<file path="src/rtl/cordic_vectoring_core_if.sv">
// Request/result bundle for the CORDIC vectoring engine.
// Master drives start and operands; slave returns magnitude and angle.
interface cordic_vectoring_core_if #(
  parameter int NUM_WIDTH = 16,
  parameter int ANG_WIDTH = 16
);
  logic                        start;
  logic signed [NUM_WIDTH-1:0] x_in;
  logic signed [NUM_WIDTH-1:0] y_in;
  logic [NUM_WIDTH+1:0]        mag;
  logic signed [ANG_WIDTH-1:0] angle;
  logic                        busy;
  logic                        done;

  modport master (
    output start, x_in, y_in,
    input  mag, angle, busy, done
  );

  modport slave (
    input  start, x_in, y_in,
    output mag, angle, busy, done
  );
endinterface

</file>
<file path="src/rtl/cordic_vectoring_core.sv">
// Iterative vectoring-mode CORDIC: magnitude and atan2(y, x) in Q3.12.
// Define CORDIC_GAIN_COMP_EN to add a 1/K gain-compensation step.
module cordic_vectoring_core #(
  parameter int NUM_WIDTH = 16,
  parameter int ITER      = 12,
  parameter int ANG_WIDTH = 16
) (
  input  logic clk,
  input  logic rst,
  cordic_vectoring_core_if.slave bus
);
  localparam int W = NUM_WIDTH + 2;
  localparam logic [3:0] LAST = 4'(ITER - 1);
  localparam logic signed [ANG_WIDTH-1:0] HALF_PI =
    ANG_WIDTH'(6434);

  typedef enum logic [2:0] {
    S_IDLE,
    S_PRE,
    S_ITER,
    S_COMP,
    S_FIN
  } state_e;

  state_e state_q, state_d;
  logic [3:0] cnt_q, cnt_d;
  logic signed [W-1:0] x_q, x_d;
  logic signed [W-1:0] y_q, y_d;
  logic signed [W-1:0] xs, ys;
  logic signed [ANG_WIDTH-1:0] z_q, z_d;
  logic signed [ANG_WIDTH-1:0] ang_q, ang_d;
  logic [W-1:0] mag_q, mag_d;
`ifdef CORDIC_GAIN_COMP_EN
  logic signed [W-1:0] xc;
`endif

  function automatic logic signed [ANG_WIDTH-1:0] atan_lut(
    input logic [3:0] i
  );
    logic [11:0] r;
    case (i)
      4'd0:    r = 12'd3217;
      4'd1:    r = 12'd1899;
      4'd2:    r = 12'd1003;
      4'd3:    r = 12'd509;
      4'd4:    r = 12'd256;
      4'd5:    r = 12'd128;
      4'd6:    r = 12'd64;
      4'd7:    r = 12'd32;
      4'd8:    r = 12'd16;
      4'd9:    r = 12'd8;
      4'd10:   r = 12'd4;
      4'd11:   r = 12'd2;
      default: r = 12'd0;
    endcase
    return ANG_WIDTH'(r);
  endfunction

  always_ff @(posedge clk or negedge rst) begin
    if (!rst) begin
      state_q <= S_IDLE;
      cnt_q   <= '0;
      x_q     <= '0;
      y_q     <= '0;
      z_q     <= '0;
      mag_q   <= '0;
      ang_q   <= '0;
    end else begin
      state_q <= state_d;
      cnt_q   <= cnt_d;
      x_q     <= x_d;
      y_q     <= y_d;
      z_q     <= z_d;
      mag_q   <= mag_d;
      ang_q   <= ang_d;
    end
  end

  always_comb begin
    state_d = state_q;
    cnt_d   = cnt_q;
    x_d     = x_q;
    y_d     = y_q;
    z_d     = z_q;
    mag_d   = mag_q;
    ang_d   = ang_q;
    xs      = x_q >>> cnt_q;
    ys      = y_q >>> cnt_q;
`ifdef CORDIC_GAIN_COMP_EN
    xc = (x_q >>> 1) + (x_q >>> 3) - (x_q >>> 6)
       - (x_q >>> 9) - (x_q >>> 13);
`endif
    unique case (state_q)
      S_IDLE: begin
        if (bus.start) begin
          x_d     = {{2{bus.x_in[NUM_WIDTH-1]}}, bus.x_in};
          y_d     = {{2{bus.y_in[NUM_WIDTH-1]}}, bus.y_in};
          z_d     = '0;
          cnt_d   = '0;
          state_d = S_PRE;
        end
      end
      S_PRE: begin
        // Fold the left half-plane into the right; widened
        // datapath keeps -(-2^(N-1)) representable.
        if (x_q[W-1]) begin
          if (!y_q[W-1]) begin
            x_d = y_q;
            y_d = -x_q;
            z_d = HALF_PI;
          end else begin
            x_d = -y_q;
            y_d = x_q;
            z_d = -HALF_PI;
          end
        end
        cnt_d   = '0;
        state_d = S_ITER;
      end
      S_ITER: begin
        if (!y_q[W-1]) begin
          x_d = x_q + ys;
          y_d = y_q - xs;
          z_d = z_q + atan_lut(cnt_q);
        end else begin
          x_d = x_q - ys;
          y_d = y_q + xs;
          z_d = z_q - atan_lut(cnt_q);
        end
        cnt_d = cnt_q + 4'd1;
        if (cnt_q == LAST) begin
`ifdef CORDIC_GAIN_COMP_EN
          state_d = S_COMP;
`else
          // Results land with the FIN entry so done
          // and valid data share the same cycle.
          mag_d   = $unsigned(x_d);
          ang_d   = z_d;
          state_d = S_FIN;
`endif
        end
      end
`ifdef CORDIC_GAIN_COMP_EN
      S_COMP: begin
        x_d     = xc;
        mag_d   = $unsigned(xc);
        ang_d   = z_q;
        state_d = S_FIN;
      end
`endif
      S_FIN: begin
        state_d = S_IDLE;
      end
      default: begin
        state_d = S_IDLE;
      end
    endcase
  end

  assign bus.busy  = (state_q == S_PRE)
                  || (state_q == S_ITER)
                  || (state_q == S_COMP);
  assign bus.done  = (state_q == S_FIN);
  assign bus.mag   = mag_q;
  assign bus.angle = ang_q;
endmodule
</file>
<file path="src/flat_wrapper.sv">
// flat-port wrapper written by rule: the top's interface ports become plain ports
module cordic_vectoring_core_flat 
#(
  parameter int NUM_WIDTH = 16,
  parameter int ITER      = 12,
  parameter int ANG_WIDTH = 16
)
  (clk, rst, bus_start, bus_x_in, bus_y_in, bus_mag, bus_angle, bus_busy, bus_done);
  cordic_vectoring_core_if #(.NUM_WIDTH(NUM_WIDTH), .ANG_WIDTH(ANG_WIDTH)) bus_i ();
  input  logic clk;
  input  logic rst;
  input wire logic [$bits(bus_i.start)-1:0] bus_start;
  input wire logic [$bits(bus_i.x_in)-1:0] bus_x_in;
  input wire logic [$bits(bus_i.y_in)-1:0] bus_y_in;
  output wire logic [$bits(bus_i.mag)-1:0] bus_mag;
  output wire logic [$bits(bus_i.angle)-1:0] bus_angle;
  output wire logic [$bits(bus_i.busy)-1:0] bus_busy;
  output wire logic [$bits(bus_i.done)-1:0] bus_done;
  assign bus_i.start = bus_start;
  assign bus_i.x_in = bus_x_in;
  assign bus_i.y_in = bus_y_in;
  assign bus_mag = bus_i.mag;
  assign bus_angle = bus_i.angle;
  assign bus_busy = bus_i.busy;
  assign bus_done = bus_i.done;
  cordic_vectoring_core #(.NUM_WIDTH(NUM_WIDTH), .ITER(ITER), .ANG_WIDTH(ANG_WIDTH)) u_core (.clk(clk), .rst(rst), .bus(bus_i));
endmodule
</file>
<file path="config.mk">
export PLATFORM = sky130hd
export DESIGN_NAME = cordic_vectoring_core_flat
export DESIGN_NICKNAME = d
export VERILOG_FILES = /design/src/rtl/cordic_vectoring_core_if.sv /design/src/rtl/cordic_vectoring_core.sv /design/src/flat_wrapper.sv
export SDC_FILE = /design/constraint.sdc
export NUM_CORES = 1
export LEC_CHECK = 0
export BUFFER_PORTS_ARGS = -buffer_cell sky130_fd_sc_hd__buf_4
export CAP_MARGIN = 20
export CORE_ASPECT_RATIO = 1.1
export CORE_MARGIN = 5
export CORE_UTILIZATION = 45
export DETAILED_ROUTE_END_ITERATION = 8
export PLACE_DENSITY = 0.63
export SYNTH_ARGS = -nofsm -noshare
export SYNTH_HDL_FRONTEND = slang
export SYNTH_SLANG_ARGS = --single-unit
</file>
<file path="constraint.sdc">
create_clock -name clk -period 5.7 [get_ports clk]
set_input_delay 0.855 -clock clk [delete_from_list [all_inputs] [get_ports clk]]
set_output_delay 0.855 -clock clk [all_outputs]
set_load 0.1 [all_outputs]
</file>
# Yosys cells after proc, flatten, opt, wreduce, memory -nomap -nowiden
# Memory sizes are Yosys's and may differ from the RTL's.
# Cells that the tools add are included.
# totals
register_bits,93
mem_bits_ro,384
inputBits,35
output_inout_bits,36
word_cells,61
mem_count,2
# mem_list
memory,words,word_bits,rd,rd_clocked_by_memory_dff,write_ports,line,text
(name not given),16,12,1,0,0,cordic_vectoring_core.sv:41,case (i)
(name not given),16,12,1,0,0,cordic_vectoring_core.sv:41,
# classes
n_addsub,9
n_eq_ne,8
n_shift,2
muxes,24
n_reduce_logical,8
# op_table
op,n
$mux 18,8
$pmux 18 s3,2
$mux 16,4
$mux 12,4
$pmux 16 s3,1
$add 18x18->18,2
$neg 18->18,2
$sshr 18x4->18,2
$sub 18x18->18,2
$add 16x13->16,1
$sub 16x13->16,1
$pmux 4 s3,1
$pmux 3 s3,1
$eq 3x2->1 const B,2
$mux 3,2
$reduce_and 2->1,3
$add 4x1->4 const B,1
$eq 4x4->1 const B,1
$mux 4,1
$ne 2x1->1 const B,2
$eq 3x1->1 const B,1
$eq 3x3->1 const B,1
$logic_not 3->1,1
$reduce_and 3->1,1
other kinds (3),4

# Longest topological paths before layout
# Gate-level depths: netlist (run 1).
# An unclocked memory read counts as a cell.
# depth
depth_word,6
ltp_mapped,25
depth_no_buf,23

# Worst setup path before layout (run 1)
# Ideal clock, no wire load.
# synth_timing
kind,register -> register
start,register u_core.cnt_q[1]
end,register u_core.x_q[17]
setup_ns,0.126
arrival_ns,4.555
required_ns,5.574
path_slack_ns,1.019
stages_incl_launch_ff,22
path_buffers,4
period_less_slack_ns,4.681
path_cell_list,dfrtp_1 > buf_6 > buf_12 > buf_2 > buf_2 > nor3_1 > mux2i_1 > mux2i_1 > nor3_1 > nand2_1 > o211ai_1 > o21ai_0 > a22o_1 > ha_1 > a21o_1 > a21o_1 > a21o_1 > a21oi_1 > o21ai_0 > o41ai_1 > xor3_1 > a221o_1
# synth_between
elab_chain_cells,4
word_cells_on_any_way,5
classes_between,add/sub (2); shift (1); mux (2)
# synth_lines
item,line,text
from (decl),cordic_vectoring_core.sv:26,"logic [3:0] cnt_q, cnt_d;"
from (signal assigned),cordic_vectoring_core.sv:70,cnt_q <= cnt_d;
$sshr 18x4->18 *,cordic_vectoring_core.sv:88,ys = y_q >>> cnt_q;
$add 18x18->18 / $sub 18x18->18 (equally long branches),"cordic_vectoring_core.sv:122, cordic_vectoring_core.sv:126",
$mux 18 *,cordic_vectoring_core.sv:121,if (!y_q[W-1]) begin
$pmux 18 s3 *,cordic_vectoring_core.sv:93,unique case (state_q)
to (signal assigned),cordic_vectoring_core.sv:63,x_q <= '0;
to (signal assigned),cordic_vectoring_core.sv:71,x_q <= x_d;
to (decl),cordic_vectoring_core.sv:27,"logic signed [W-1:0] x_q, x_d;"
# Mark *: on every way between the ends. The rest lies on a longest branch, timed or not.
# A chain may end at the register's enable or synchronous reset.

# Worst setup path after layout (run 1)
# layout_timing
start,register u_core.cnt_q[2]
end,register u_core.x_q[17]
# Same word-level chain as after synthesis.

==> results of run 1 <==
-- state kept, by name, indices dropped and copies added (netlist names) --
name              count
u_core.x_q           18
u_core.z_q           16
u_core.cnt_q          4
u_core.bus.angle     16
u_core.bus.mag       18
u_core.y_q           18
u_core.state_q        3
-- area by class of cell --
cell class              count  area [sq um]  area share [%]
repair buffers            108           811            7.37
well taps                 295           369            3.35
inverters                  38           143            1.30
multi-input cells         989          7030            63.9
flip-flops and latches     93          2330            21.2
clock inverters             7          91.3           0.830
clock buffers               9           225            2.05
-- metrics by stage --
| step | hold WS (ns) | instances | cell area (sq um) | setup WS, ns | utilization (%) |
|---|---|---|---|---|---|
| floorplan | 0.445 | 1214 | 9900 | 1.02 | - |
| global placement | 0.460 | 1523 | 10700 | 0.526 | 48.8 |
| detailed placement | 0.463 | 1523 | 10700 | 0.448 | 48.8 |
| CTS | 0.481 | 1539 | 11000 | 0.448 | 50.3 |
| global route | 0.494 | 1539 | 11000 | 0.0565 | 50.3 |
| finish | 0.480 | 1539 | 11000 | 0.552 | 50.3 |
-- worst max-delay path by stage --
stage,to,from,depth (start not counted)
floorplan,u_core.x_q[17],u_core.cnt_q[1],21
global placement,u_core.x_q[17],u_core.cnt_q[0],19
detailed placement,u_core.x_q[17],u_core.cnt_q[0],19
CTS,u_core.x_q[17],u_core.cnt_q[0],19
global route,u_core.x_q[17],u_core.cnt_q[0],19
finish,u_core.x_q[17],u_core.cnt_q[2],19
-- tightest hold or removal path: cells and delay by family, from the launching register on --
family	cells	cell delay, ns
AND/OR/NAND/NOR	2	0.11
flip-flops	1	0.34
-- synthesized netlist by cell type (7+ instances only) --
cell type and instances:
a211oi_1 11, a21o_1 10, a21oi_1 89, a221oi_1 13
a222oi_1 9, a22oi_1 8, a31oi_1 9, and2_1 9
and3_1 11, buf_1 9, buf_2 12, clkbuf_1 67
dfrtp_1 93, ha_1 60, inv_1 36, mux2_2 15
mux2i_1 30, mux4_2 34, nand2_1 169, nand2b_1 18
nand3_1 11, nor2_1 99, nor2b_1 13, nor3_1 22
o21a_1 23, o21ai_0 117, o22ai_1 8, o31ai_1 7
or3_1 13, xnor2_1 70, xor2_1 30
-- routing by layer --
| metal | global-route usage, % | up-vias |
|---|---|---|
| met4 | 11.2 | 0 |
| met1 | 32.2 | 4477 |
| met3 | 3.77 | 79 |
| met2 | 45.4 | 343 |
| met5 | 0 | - |
| li1 | - | 4431 |
-- timing repair --
| action | CTS | global route |
|---|---|---|
| gates resized for setup | 0 | 1 |
| hold endpoints to repair | 0 | 0 |
| setup buffers | 0 | 0 |
| setup endpoints to repair | 0 | 2 |
-- logic make-up after synthesis --
| kind of cell | synth area share, % |
|---|---|
| AND/OR/NAND/NOR | 17.7 |
| AO/OA/AOI/OAI | 22.4 |
| buffers and inverters | 5.56 |
| XOR/XNOR | 9.09 |
| flip-flops | 23.5 |
| multiplexers | 13.5 |
| adder cells (fa/ha/maj) | 8.19 |
==> summary.txt, run 1 <==
STA
  • Final period utilization: 90.3%
  • Slew Limit Fails: 0
  • Worst Tran Pin Value: 1.02 ns
  • RSZ-0062 raised after global routing: no
  • Final setup violation count: 0
  • Max-slew headroom: 31.9%
  • Fmax: 194 MHz
  • Setup TNS: 0 ns
  • Final Hold Vio Count: 0
  • Minimum clock period: 5.15 ns
  • Layout Skew: 0.0165 ns

Worst setup path
  • Reg2Reg Depth: 19
  • CP Buf/Inv Count: 1
  • Crit path max-delay family: simple AND/OR/NAND/NOR gates
  • Worst path slowest cell: dfrtp_1
  • CP required: 5.95 ns
  • Reg2Reg Setup Slack: 0.55 ns
  • R2R Path End: u_core.x_q[17]
  • CP cell instances: buf_4 -> mux4_2 -> mux2i_1 -> nand2_1 -> or2_1 -> o21ai_0 -> nand2b_1 -> nor2_1 -> nor3_1 -> a21oi_1 -> o2bb2ai_1 -> ha_1 -> and4_1 -> and3_1 -> a21oi_1 -> o21ai_0 -> o41ai_1 -> xor3_1 -> a221o_1
  • Worst-path maximum fanout: 13
  • CP endpoint kind: flop
  • CP peak stage delay: 0.79 ns
  • Crit Path Class: reg -> reg
  • FF-to-FF Start: u_core.cnt_q[2]
  • CP startpoint kind: flop
  • Critical Path AT: 5.40 ns

Cells and area
  • Commonest cells after routing, fill and taps aside: 169 x nand2_1, 117 x o21ai_0, 108 x buf_4
  • Nets: 1337
  • Area Overhead vs Synth: 11.2%
  • Diode count: 0
  • Fillers: 2151
  • Commonest non-fill, non-tap cell in the layout: nand2_1
  • Layout cells sized above 1: 15.4%

Floorplan
  • Initial core utilization: 45.2%
  • Io pins: 71
  • Die width: 151 um
  • Die height: 166 um
  • CORE AREA: 21900 sq um
  • Full die area: 25100 sq um
  • FP Rows: 57

GRT
  • Vias in the first global route: 9162
  • Total congestion overflow: 0
  • Initial antenna violation count: 0
  • Pin count of the biggest net entering global routing: 67
  • Overall routing resource usage: 26.1%
  • First-pass GRT wire length: 50700 um

Synthesis
  • Most used flip-flop cell after synthesis: dfrtp_1
  • Synthesis Warnings: 0
  • Mapped cell area: 9900 sq um
  • Async SR Flop Fraction: 100%
  • Post-synth cell types: 78
  • Post-synthesis sequential area ratio: 23.5%
  • Area fraction of the dominant cell type after synthesis: 23.5%
  • Cell count after synthesis: 1214
  • Yosys top cell by area: dfrtp_1
  • Mean area per synthesized cell: 8.15 sq um
  • Number of flops mapped to enable cells by yosys: 0
  • Ranking of synthesized cells by area: dfrtp_1 24%, mux4_2 7.7%, ha_1 7.6%
  • Syn nets: 1312
  • Yosys reg bits: 93

Drt
  • Drt initial violations: 818
  • # DRC: 0
  • Final ANT Viol Nets: 0
  • DR vias: 9330
  • Wire length on met2: 16100 um
  • TritonRoute pass-1 iters: 5
  • Routed len/inst: 21.0 um
  • Final WL: 32300 um
  • Routed metal-1 wirelength: 13000 um
  • Max layer used: met4
  • Routed vias/inst: 6.06
  • Met3 WL: 1820 um

CTS
  • Clock-pin slew on the worst setup and hold paths: 0.08 ns
  • # H-tree levels: 3
  • Worst-case clock buffer depth: 2
  • # hold bufs at CTS: 0
  • CTS Root Cell: clkbuf_16
  • Clock insertion delay at the later pin of the skew report: 0.36 ns
  • CTS tree: done
  • Clock sinks: 93
  • CTS Buf Count: 9

Place
  • DP HPWL: 24000 um
  • Port bufs: 70
  • Final Wtd Congestion: 0.972

Job
  • Total of max-cap violations: 0

Worst hold path
  • Hold path cells: 2
  • Hold Path Origin: u_core.bus.mag[5]
  • Worst Hold Class: reg -> reg
  • Hold endpoint: u_core.bus.mag[5]

Outcome
  • Status: complete, no violations
Power of run 1 is not shown: default switching activity piles up to over one toggle a cycle in this logic, so the estimate is an artifact.
==> run 2, diff against run 1 <==
Settings changed: CAP_MARGIN 20 to 40, RECOVER_POWER set to 100.
==> run 2 against run 1 <==
The flow now finishes with violations (capacitance limit, slew limit); final area fell by 1.3%; worst hold slack worse by 0.00088 ns; critical path depth unchanged; wire length decreased by 0.23%; critical endpoint unchanged; clock-buffer cell count did not move; setup slack worse by 0.019 ns; cell count up 0.19%; sequential share of layout area up 0.28 points.
==> summary.txt, run 2 (same netlist as run 1, synthesis figures left out) <==
CTS
  • Worst-case clock buffer depth: 2 (unchanged)
  • Clock sinks: 93 (unchanged)
  • CTS Buf Count: 9 (unchanged)
  • Clock-pin slew on the worst setup and hold paths: 0.09 ns (about the same)
  • # hold bufs at CTS: 0 (unchanged)
  • # H-tree levels: 3 (unchanged)
  • CTS Root Cell: clkbuf_16
  • Clock insertion delay at the later pin of the skew report: 0.37 ns (about the same)
  • CTS tree: done

STA
  • Fmax: 194 MHz (-0.38%)
  • Layout Skew: 0.0201 ns (+0.00360 ns)
  • Worst Tran Pin Value: 2.60 ns (+1.58 ns)
  • Final Hold Vio Count: 0 (unchanged)
  • Max-slew headroom: -73.2% (-110 points)
  • Final period utilization: 90.7% (+0.34 points)
  • Setup TNS: 0 ns (unchanged)
  • Final setup violation count: 0 (unchanged)
  • Minimum clock period: 5.17 ns (+0.0195 ns)
  • Slew Limit Fails: 45 (+45)
  • RSZ-0062 raised after global routing: no

Floorplan
  • Die height: 166 um (unchanged)
  • Io pins: 71 (unchanged)
  • FP Rows: 57 (unchanged)
  • Initial core utilization: 45.2% (unchanged)
  • Die width: 151 um (unchanged)
  • Full die area: 25100 sq um (unchanged)
  • CORE AREA: 21900 sq um (unchanged)

Place
  • Port bufs: 70 (unchanged)
  • DP HPWL: 24100 um (+0.25%)
  • Final Wtd Congestion: 0.972 (unchanged)

Drt
  • Wire length on met2: 16200 um (+1.0%)
  • Routed len/inst: 20.9 um (-0.43%)
  • TritonRoute pass-1 iters: 6 (+1)
  • Final ANT Viol Nets: 0 (unchanged)
  • Final WL: 32200 um (-0.23%)
  • Routed vias/inst: 6.02 (-0.63%)
  • Drt initial violations: 802 (-2.0%)
  • # DRC: 0 (unchanged)
  • Routed metal-1 wirelength: 13100 um (+0.71%)
  • DR vias: 9289 (-0.44%)
  • Met3 WL: 1740 um (-4.8%)
  • Max layer used: met4

Cells and area
  • Layout cells sized above 1: 12.3% (-3.2 points)
  • Diode count: 0 (unchanged)
  • Area Overhead vs Synth: 9.73%
  • Commonest non-fill, non-tap cell in the layout: nand2_1
  • Commonest cells after routing, fill and taps aside: 169 x nand2_1, 118 x o21ai_0, 98 x nor2_1
  • Nets: 1340 (+0.22%)

GRT
  • Initial antenna violation count: 0 (unchanged)
  • First-pass GRT wire length: 51000 um (+0.53%)
  • Pin count of the biggest net entering global routing: 67 (unchanged)
  • Vias in the first global route: 9234 (+0.79%)
  • Overall routing resource usage: 26.2% (+0.065 points)
  • Total congestion overflow: 0 (unchanged)

Worst setup path
  • Crit Path Class: reg -> reg
  • CP endpoint kind: flop
  • CP cell instances: buf_4 -> mux4_2 -> mux2i_1 -> mux2i_1 -> a21oi_1 -> and3_1 -> nand2_1 -> o211ai_1 -> o21ai_0 -> a22o_1 -> ha_1 -> a21o_1 -> a21o_1 -> a21o_1 -> a21oi_1 -> o21ai_0 -> o41ai_1 -> xor3_1 -> a221o_1
  • CP Buf/Inv Count: 1 (unchanged)
  • Worst path slowest cell: dfrtp_2
  • CP required: 5.96 ns (about the same)
  • Worst Setup SP: u_core.cnt_q[1]
  • CP peak stage delay: 0.55 ns (-0.24 ns)
  • Most Frequent Cell on Critical Path: a21o_1
  • FF-to-FF Start: u_core.cnt_q[1]
  • Critical Path AT: 5.43 ns (+0.03 ns)
  • Worst-path maximum fanout: 15 (+2)
  • Crit path max-delay family: compound AO/OA/AOI/OAI gates
  • CP startpoint kind: flop

Outcome
  • Failing checks: capacitance limit, slew limit
  • Status: finished, violations left

Job
  • Total of max-cap violations: 1 (+1)

Worst hold path
  • Hold Path Origin: u_core.bus.mag[6]
  • Worst Hold Class: reg -> reg
run 2: cell type report:
class | count | area (sq um)
clock buffer | 9 | 225
clock inverter | 7 | 75.1
fill | 2195 | 11000
inverter | 38 | 143
multi-input combinational | 989 | 7030
sequential | 93 | 2330
tap | 295 | 369
timing repair buffer | 111 | 688
run 2: per-stage QoR:
stage / utilization (%) / worst slack [ns] / cell area [sq um] / instances / hold slack (ns)
detailed placement: 48.9 / 0.417 / 10700 / 1526 / 0.463
finish: 49.6 / 0.533 / 10900 / 1542 / 0.479
floorplan: - / 1.02 / 9900 / 1214 / 0.445
global placement: 48.8 / 0.526 / 10700 / 1523 / 0.460
CTS: 50.3 / 0.414 / 11000 / 1542 / 0.484
global route: 49.6 / 0.0495 / 10900 / 1542 / 0.495
run 2: metal layers:
layer,vias to the layer above,track usage (%)
li1,4434,-
met1,4440,32.6
met2,346,45.6
met3,69,3.68
met4,0,10.3
met5,-,0
run 2: timing repair:
| action | in CTS | in global routing |
|---|---|---|
| resized for setup | 0 | 1 |
| endpoints found under the setup margin | 0 | 2 |
| setup buffers | 0 | 0 |
run 2: path summary, 6_finish.rpt:
path	endpoint	slack, ns	cells past startpoint
max	u_core.x_q[17]	0.53	19
min	u_core.bus.mag[6]	0.48	2
max reg2reg	u_core.x_q[17]	0.53	19
min reg2reg	u_core.bus.mag[6]	0.48	2
max in group asynchronous	u_core.cnt_q[0]	1.86	2
min in group asynchronous	u_core.bus.angle[13]	1.29	1
run 2: worst min-delay path: cells and delay by family (launching register included):
| kind | cells | cell delay (ns) |
|---|---|---|
| flip-flops | 1 | 0.35 |
| AND/OR/NAND/NOR | 2 | 0.10 |
Power of run 2 is left out for the same reason.
==> run 3, diff against run 2 <==
--- a/constraint.sdc
+++ b/constraint.sdc
@@ -3,2 +3,2 @@
 set_output_delay 0.855 -clock clk [all_outputs]
-set_load 0.1 [all_outputs]
+set_load 0.005 [all_outputs]
==> run 3 against run 2 <==
The flow still finishes with violations (capacitance limit, slew limit); clock skew decreased by 0.0023 ns; register-to-register slack got worse by 0.03 ns; clock-buffer cell count unchanged; non-clock buffer count unchanged; setup slack got worse by 0.026 ns; die area unchanged; sequential share of layout area decreased by 0.25 points; critical path depth unchanged; global-route usage unchanged; cell count unchanged; first-iteration DRC count decreased by 5.1%.
==> summary.txt, run 3 (same netlist as run 1, synthesis figures left out) <==
STA
  • Max-slew headroom: -71.2% (+2.0 points)
  • Setup TNS: 0 ns (unchanged)
  • Hold WS: 0.479 ns (+0.000105 ns)
  • Fmax: 193 MHz (-0.51%)
  • Final period utilization: 91.1% (+0.46 points)
  • Slew Limit Fails: 45 (unchanged)
  • RSZ-0062 raised after global routing: no
  • Final setup violation count: 0 (unchanged)
  • Worst Tran Pin Value: 2.57 ns (-0.0304 ns)
  • Minimum clock period: 5.19 ns (+0.0263 ns)
  • Layout Skew: 0.0178 ns (-0.00231 ns)
  • Final Hold Vio Count: 0 (unchanged)

CTS
  • CTS tree: done
  • Clock insertion delay at the later pin of the skew report: 0.37 ns (about the same)
  • Clock-pin slew on the worst setup and hold paths: 0.09 ns (about the same)
  • Worst-case clock buffer depth: 2 (unchanged)
  • Clock sinks: 93 (unchanged)
  • # H-tree levels: 3 (unchanged)
  • CTS Buf Count: 9 (unchanged)
  • # hold bufs at CTS: 0 (unchanged)
  • CTS Root Cell: clkbuf_16

Worst setup path
  • FF-to-FF Start: u_core.cnt_q[1]
  • Reg2Reg Setup Slack: 0.51 ns (-0.03 ns)
  • CP Buf/Inv Count: 1 (unchanged)
  • Worst path slowest cell: dfrtp_2
  • CP required: 5.96 ns (about the same)
  • CP peak stage delay: 0.56 ns (about the same)
  • Crit Path Class: reg -> reg
  • CP cell instances: buf_4 -> mux4_2 -> mux2i_1 -> mux2i_1 -> a21oi_1 -> and3_1 -> nand2_1 -> o211ai_1 -> o21ai_0 -> a22o_1 -> ha_1 -> a21o_1 -> a21o_1 -> a21o_1 -> a21oi_1 -> o21ai_0 -> o41ai_1 -> xor3_1 -> a221o_1
  • Crit path max-delay family: compound AO/OA/AOI/OAI gates
  • R2R Path End: u_core.x_q[17]
  • CP startpoint kind: flop
  • Worst-path maximum fanout: 15 (unchanged)
  • Most Frequent Cell on Critical Path: a21o_1
  • Reg2Reg Depth: 19 (unchanged)
  • Critical Path AT: 5.45 ns (+0.02 ns)
  • CP endpoint kind: flop

Place
  • Port bufs: 70 (unchanged)
  • DP HPWL: 24100 um (unchanged)
  • DP Area: 10700 sq um (unchanged)
  • Final Wtd Congestion: 0.972 (unchanged)

Cells and area
  • Final Instance Area: 11000 sq um (+1.2%)
  • Commonest cells after routing, fill and taps aside: 169 x nand2_1, 118 x o21ai_0, 98 x nor2_1
  • Area Overhead vs Synth: 11.0%
  • Layout cells sized above 1: 15.0% (+2.7 points)
  • Post-layout util: 50.2% (+0.58 points)
  • Diode count: 0 (unchanged)
  • Commonest non-fill, non-tap cell in the layout: nand2_1
  • Nets: 1340 (unchanged)

Floorplan
  • Initial core utilization: 45.2% (unchanged)
  • Io pins: 71 (unchanged)
  • FP Rows: 57 (unchanged)
  • Full die area: 25100 sq um (unchanged)
  • Die height: 166 um (unchanged)
  • CORE AREA: 21900 sq um (unchanged)
  • Die width: 151 um (unchanged)

Drt
  • DR vias: 9307 (+0.19%)
  • Drt initial violations: 761 (-5.1%)
  • Routed vias/inst: 6.04 (+0.19%)
  • Final WL: 32200 um (-0.19%)
  • Final ANT Viol Nets: 0 (unchanged)
  • TritonRoute pass-1 iters: 5 (-1)
  • Routed len/inst: 20.9 um (-0.19%)
  • # DRC: 0 (unchanged)

Worst hold path
  • Worst Hold Class: reg -> reg
  • Hold path cells: 2 (unchanged)
  • Hold Path Origin: u_core.bus.mag[6]
  • Hold endpoint: u_core.bus.mag[6]

Outcome
  • Status: finished, violations left
  • Failing checks: capacitance limit, slew limit

GRT
  • Overall routing resource usage: 26.2% (unchanged)
  • Total congestion overflow: 0 (unchanged)
  • Vias in the first global route: 9234 (unchanged)
  • Pin count of the biggest net entering global routing: 67 (unchanged)
  • First-pass GRT wire length: 51000 um (unchanged)
  • Initial antenna violation count: 0 (unchanged)

Job
  • Total of max-cap violations: 1 (unchanged)
run 3: cell count changes in the layout (fill, tap and decap cells not counted):
cell,change
and2_0,+1
and2_1,-1
buf_4,+1
clkbuf_1,-34
clkbuf_4,+33
run 3: what timing repair did:
action	in CTS	in global routing
buffers inserted	0	0
endpoints found under the setup margin	0	2
gates resized for setup	0	1
run 3: how the worst max path moves through the flow:
stage,from,to,slack (ns),cells after the start
after floorplan,u_core.cnt_q[1],u_core.x_q[17],1.02,21
after global routing,u_core.cnt_q[2],u_core.x_q[17],0.05,20
after CTS,u_core.cnt_q[0],u_core.x_q[17],0.41,19
final,u_core.cnt_q[1],u_core.x_q[17],0.51,19
after global placement,u_core.cnt_q[0],u_core.x_q[17],0.53,19
after detailed placement,u_core.cnt_q[0],u_core.x_q[17],0.42,19
run 3: area by class of cell:
class	count	area (sq um)
timing repair buffer	111	816
clock inverter	7	75.1
multi-input combinational	989	7030
sequential	93	2330
tap	295	369
fill	2164	10900
inverter	38	143
clock buffer	9	225
run 3: metrics by stage:
step,worst slack [ns],std cells
2_1_floorplan,1.02,1214
5_1_grt,0.0495,1542
3_5_place_dp,0.417,1526
4_1_cts,0.414,1542
3_3_place_gp,0.526,1523
6_report,0.507,1542
run 3: metal layers:
layer	track usage [%]	vias to the layer above	part of all wire, %
met1	32.6	4472	41
met3	3.68	68	4.9
met2	45.6	332	50
met4	10.3	0	3.5
li1	-	4435	-
met5	0	-	0
run 3: worst min-delay path: cells and delay by family, from the launching register on:
family	cells	cell delay [ns]
AND/OR/NAND/NOR	2	0.10
flip-flops	1	0.35
Power of run 3 is left out for the same reason.
